`src/rtl/u_rca24_arb.sv`:
```
// Shared 24-bit ripple-carry adder arbitrated among NREQ requesters.
// Define U_RCA24_ARB_RR_EN for round-robin; default is fixed priority.
module f_u_rca24 (
  input  logic [23:0] a,
  input  logic [23:0] b,
  output logic [24:0] s
);
  logic [24:0] c;

  assign c[0] = 1'b0;

  for (genvar i = 0; i < 24; i++) begin : g_fa
    assign s[i]   = a[i] ^ b[i] ^ c[i];
    assign c[i+1] = (a[i] & b[i]) |
                    (c[i] & (a[i] ^ b[i]));
  end

  assign s[24] = c[24];
endmodule

module u_rca24_arb #(
  parameter  int NREQ = 4,
  localparam int IDW  = $clog2(NREQ)
) (
  input  logic               clk,
  input  logic               rst,
  input  logic [NREQ-1:0]    req_valid,
  input  logic [NREQ*24-1:0] req_a,
  input  logic [NREQ*24-1:0] req_b,
  output logic [NREQ-1:0]    req_ready,
  output logic               out_valid,
  input  logic               out_ready,
  output logic [24:0]        out_sum,
  output logic [IDW-1:0]     out_id
);
  logic           stage_free;
  logic           found;
  logic           accept;
  logic [IDW-1:0] win;
  logic [23:0]    a_arr [NREQ];
  logic [23:0]    b_arr [NREQ];
  logic [24:0]    sum;

  for (genvar i = 0; i < NREQ; i++) begin : g_slice
    assign a_arr[i] = req_a[24*i +: 24];
    assign b_arr[i] = req_b[24*i +: 24];
  end

  assign stage_free = !out_valid || out_ready;

`ifdef U_RCA24_ARB_RR_EN
  logic [IDW-1:0] ptr;
  logic [IDW:0]   idx;

  // Scan from the pointer upward, wrapping at NREQ.
  always_comb begin
    found = 1'b0;
    win   = '0;
    idx   = '0;
    for (int k = 0; k < NREQ; k++) begin
      idx = {1'b0, ptr} + (IDW+1)'(k);
      if (idx >= (IDW+1)'(NREQ))
        idx = idx - (IDW+1)'(NREQ);
      if (!found && req_valid[idx[IDW-1:0]]) begin
        found = 1'b1;
        win   = idx[IDW-1:0];
      end
    end
  end
`else
  always_comb begin
    found = 1'b0;
    win   = '0;
    for (int k = 0; k < NREQ; k++) begin
      if (!found && req_valid[k]) begin
        found = 1'b1;
        win   = IDW'(k);
      end
    end
  end
`endif

  assign accept    = found && stage_free && !rst;
  assign req_ready = accept ? (NREQ'(1) << win) : '0;

  f_u_rca24 u_add (
    .a(a_arr[win]),
    .b(b_arr[win]),
    .s(sum)
  );

  always_ff @(posedge clk) begin
    if (rst) begin
      out_valid <= 1'b0;
      out_sum   <= '0;
      out_id    <= '0;
`ifdef U_RCA24_ARB_RR_EN
      ptr       <= '0;
`endif
    end else if (accept) begin
      out_valid <= 1'b1;
      out_sum   <= sum;
      out_id    <= win;
`ifdef U_RCA24_ARB_RR_EN
      ptr <= (win == IDW'(NREQ-1)) ? '0 : win + 1'b1;
`endif
    end else if (out_ready) begin
      out_valid <= 1'b0;
    end
  end
endmodule
```
`config.mk`:
```
export PLATFORM = sky130hd
export DESIGN_NAME = u_rca24_arb
export DESIGN_NICKNAME = d
export VERILOG_FILES = /design/src/rtl/u_rca24_arb.sv
export SDC_FILE = /design/constraint.sdc
export NUM_CORES = 1
export LEC_CHECK = 0
export ABC_CLOCK_PERIOD_IN_PS = 16500
export CELL_PAD_IN_SITES_DETAIL_PLACEMENT = 0
export CELL_PAD_IN_SITES_GLOBAL_PLACEMENT = 1
export CORE_ASPECT_RATIO = 1.1
export CORE_MARGIN = 2
export CORE_UTILIZATION = 24
export DETAILED_ROUTE_END_ITERATION = 12
export GPL_ROUTABILITY_DRIVEN = 0
export PLACE_DENSITY_LB_ADDON = 0.3
export SYNTH_ARGS = -nofsm -noshare
export SYNTH_HDL_FRONTEND = slang
export SYNTH_SLANG_ARGS = --single-unit
```
`constraint.sdc`:
```
create_clock -name clk -period 16.5 [get_ports clk]
set_clock_uncertainty 0.2 [all_clocks]
set_input_delay 2.475 -clock clk [delete_from_list [all_inputs] [get_ports clk]]
set_output_delay 2.475 -clock clk [all_outputs]
set_load 0.02 [all_outputs]
```
==> out/metrics.csv <==
metric;value;unit
yosysSeqAreaShare;0.177;
antennaDiodeCount;0;
synth_top_area_share;0.177;
post_cts_resized;0;
max_slew_margin;0.447;
design_area;0.00559;sq mm
swShare;0.340;
synth.area.top_cells;dfxtp_1 (18%), fa_1 (15%), o221ai_1 (10%), o21bai_1 (9.3%), nor3b_1 (9.0%);
p_clk_frac;0.177;
synth_adder_area_share;0.150;
synth_mux_area_frac;0.0839;
worstSetupEndpoint;out_sum[23];
area_growth;76.9;%
run_status;finished clean;
drtIter0Drc;134;
hold_path_class;flip-flop to flip-flop;
routed_via_density;4.95;
comb_power_share;0.553;
synth_xor_area_frac;0;
cts_max_level;1;
synth_compound_area_frac;0.258;
dieWidth;113;um
r2r_cells;4;
p_per_area;61.8;mW/mm^2
tightestPinTransition;828;ps
clkSlewWorstSetupHoldPaths;70;ps
root_buffer;clkbuf_16;
hp-start;out_sum[17];
io_buffers;230;
dp_slack;1340;ps
initial_core_util;0.248;
seqPwrFrac;0.270;
worst-path-max-fanout;11;
ios;231;
slowest_stage;clkdlybuf4s50_1;
timing.fmax;67.6;MHz
reg2reg_to;out_sum[23];
clkSinkCount;28;
clock_latency;260;ps
intPower;0.228;mW
cts_buffers;3;
post-route-util;0.439;
fin_cells;718;
start_kind;input pin;
worst_path_largest_cell_delay;500;ps
routedWlPerCell;18.5;um
path_class;input pin to flip-flop;
nets;785;
total_power;0.346;mW
grt_remaining_overflow;0;
switchingPower;0.117;mW
cp.required;16450;ps
synth_edf_count;0;
vias;3556;
cts_setup_buffers;0;
period_minus_slack;14780;ps
syn_inst;359;
fill_cells;1288;
hold_buffers;0;
hpwl;10800;um
grt_max_degree;53;
core-area;0.0128;sq mm
crit_top_cell;fa_1;
routed_wl;13300;um
grt_pass1_vias;3888;
finalSetupTns;0;ps
yosys.area_share.simple;0.260;
finalHoldViolCount;0;
synth_most_common_cell;nor2b_1;
yosysWarnings;0;
synth_area_per_cell;8.81;sq um
r2r-start;out_valid;
irDropWorstVdd;32.3;uV
placed_cell_area;0.00551;sq mm
synth-seq-cells;28;
synth_fp_nets;582;
grt_pass1_wl;20600;um
p_leak;2.08;nW
arrival;14740;ps
slew_violations;0;
rsz0062_at_grt;false;
synth.largest_area_cell;dfxtp_1;
cp-end-kind;flip-flop;
drc;0;
grt_util_all_layers;0.184;
worst_hold_slack;261;ps
dr.pass1.iters;5;
drv_cap;0;
synth_ff_type;dfxtp_1;
dieArea;0.0141;sq mm
die_h;124;um
dp_cells;714;
post-route-period-util;0.896;
async_flop_share;0;
ant_nets;0;
synth_top_family_by_area;simple AND/OR/NAND/NOR gates;
antenna_found_initial;0;
cp-startpoint;req_valid[3];
synthTopCellsByCount;nor2b_1 (44), o21bai_1 (39), nor3b_1 (38);
synth_area;0.00316;sq mm
cts_buffer_depth;2;
setup_viol;0;
rrSetupSlack;14600;ps
rows;43;
drive_above_1_share;0.0410;
yosysUniqueCellTypes;32;
cts_tree;yes;
setup_slack;1720;ps
[sequential cells by signal, summed over array words and instances, names as in the netlist]
register / cells
out_sum: 25
out_id: 2
out_valid: 1
[cells in the final DEF, fill, tap and decap left out, types with 5 or more instances in the layout]
| master | synthesis | routed |
|---|---|---|
| nor2b_1 | 44 | 44 |
| buf_4 | 3 | 6 |
| nor3b_1 | 38 | 38 |
| clkdlybuf4s50_1 | 0 | 227 |
| a21oi_1 | 11 | 10 |
| nand2_1 | 34 | 34 |
| o221ai_1 | 37 | 37 |
| mux2i_1 | 22 | 22 |
| a221o_1 | 5 | 5 |
| dfxtp_1 | 28 | 28 |
| a221oi_1 | 5 | 5 |
| inv_1 | 6 | 6 |
| nand3b_1 | 10 | 10 |
| fa_1 | 23 | 23 |
| o21bai_1 | 39 | 39 |
[worst min-delay path by stage]
stage | cells past startpoint | slack [ps] | end
global route | 2 | 280 | out_sum[6]
global placement | 2 | 240 | out_sum[13]
floorplan | 2 | 330 | out_sum[11]
CTS | 2 | 260 | out_sum[17]
finish | 2 | 260 | out_sum[17]
detailed placement | 2 | 250 | out_sum[17]
[final cells by class]
type,instances,area [sq um],share of cell area
Timing Repair Buffer,236,2330,0.417
Sequential cell,28,561,0.100
Tap cell,157,196,0.0351
Inverter,6,22.5,0.00403
Clock buffer,4,88.8,0.0159
Multi-Input combinational cell,287,2390,0.428
[power by group through the flow]
stage | sequential, mW | combinational [mW] | clock (mW)
2_1_floorplan | 0.114 | 0.0716 | 0
3_3_place_gp | 0.0945 | 0.193 | 0
3_5_place_dp | 0.0951 | 0.195 | 0
4_1_cts | 0.0939 | 0.195 | 0.0627
5_1_grt | 0.0956 | 0.209 | 0.0650
6_report | 0.0935 | 0.191 | 0.0613
[routing by layer]
layer  up-vias  global-route usage  share of wire
met3        12              0.0282          0.059
met1      1672               0.223           0.41
li1       1730                   -              -
met5         -                   0              0
met2       142               0.341           0.52
met4         0              0.0380          0.015
[logic make-up after synthesis]
family | count (synthesis)
mux | 26
flops | 28
simple gates | 135
fa+ha+maj | 24
buf+inv | 44
compound gates | 102
[critical path, delay by kind of cell]
| kind | cells | cell delay (ps) |
|---|---|---|
| fa+ha+maj | 24 | 10370 |
| buf+inv | 5 | 790 |
| compound gates | 1 | 220 |
| simple gates | 2 | 620 |
| mux | 1 | 270 |
Power figures use the tool's default switching activity.
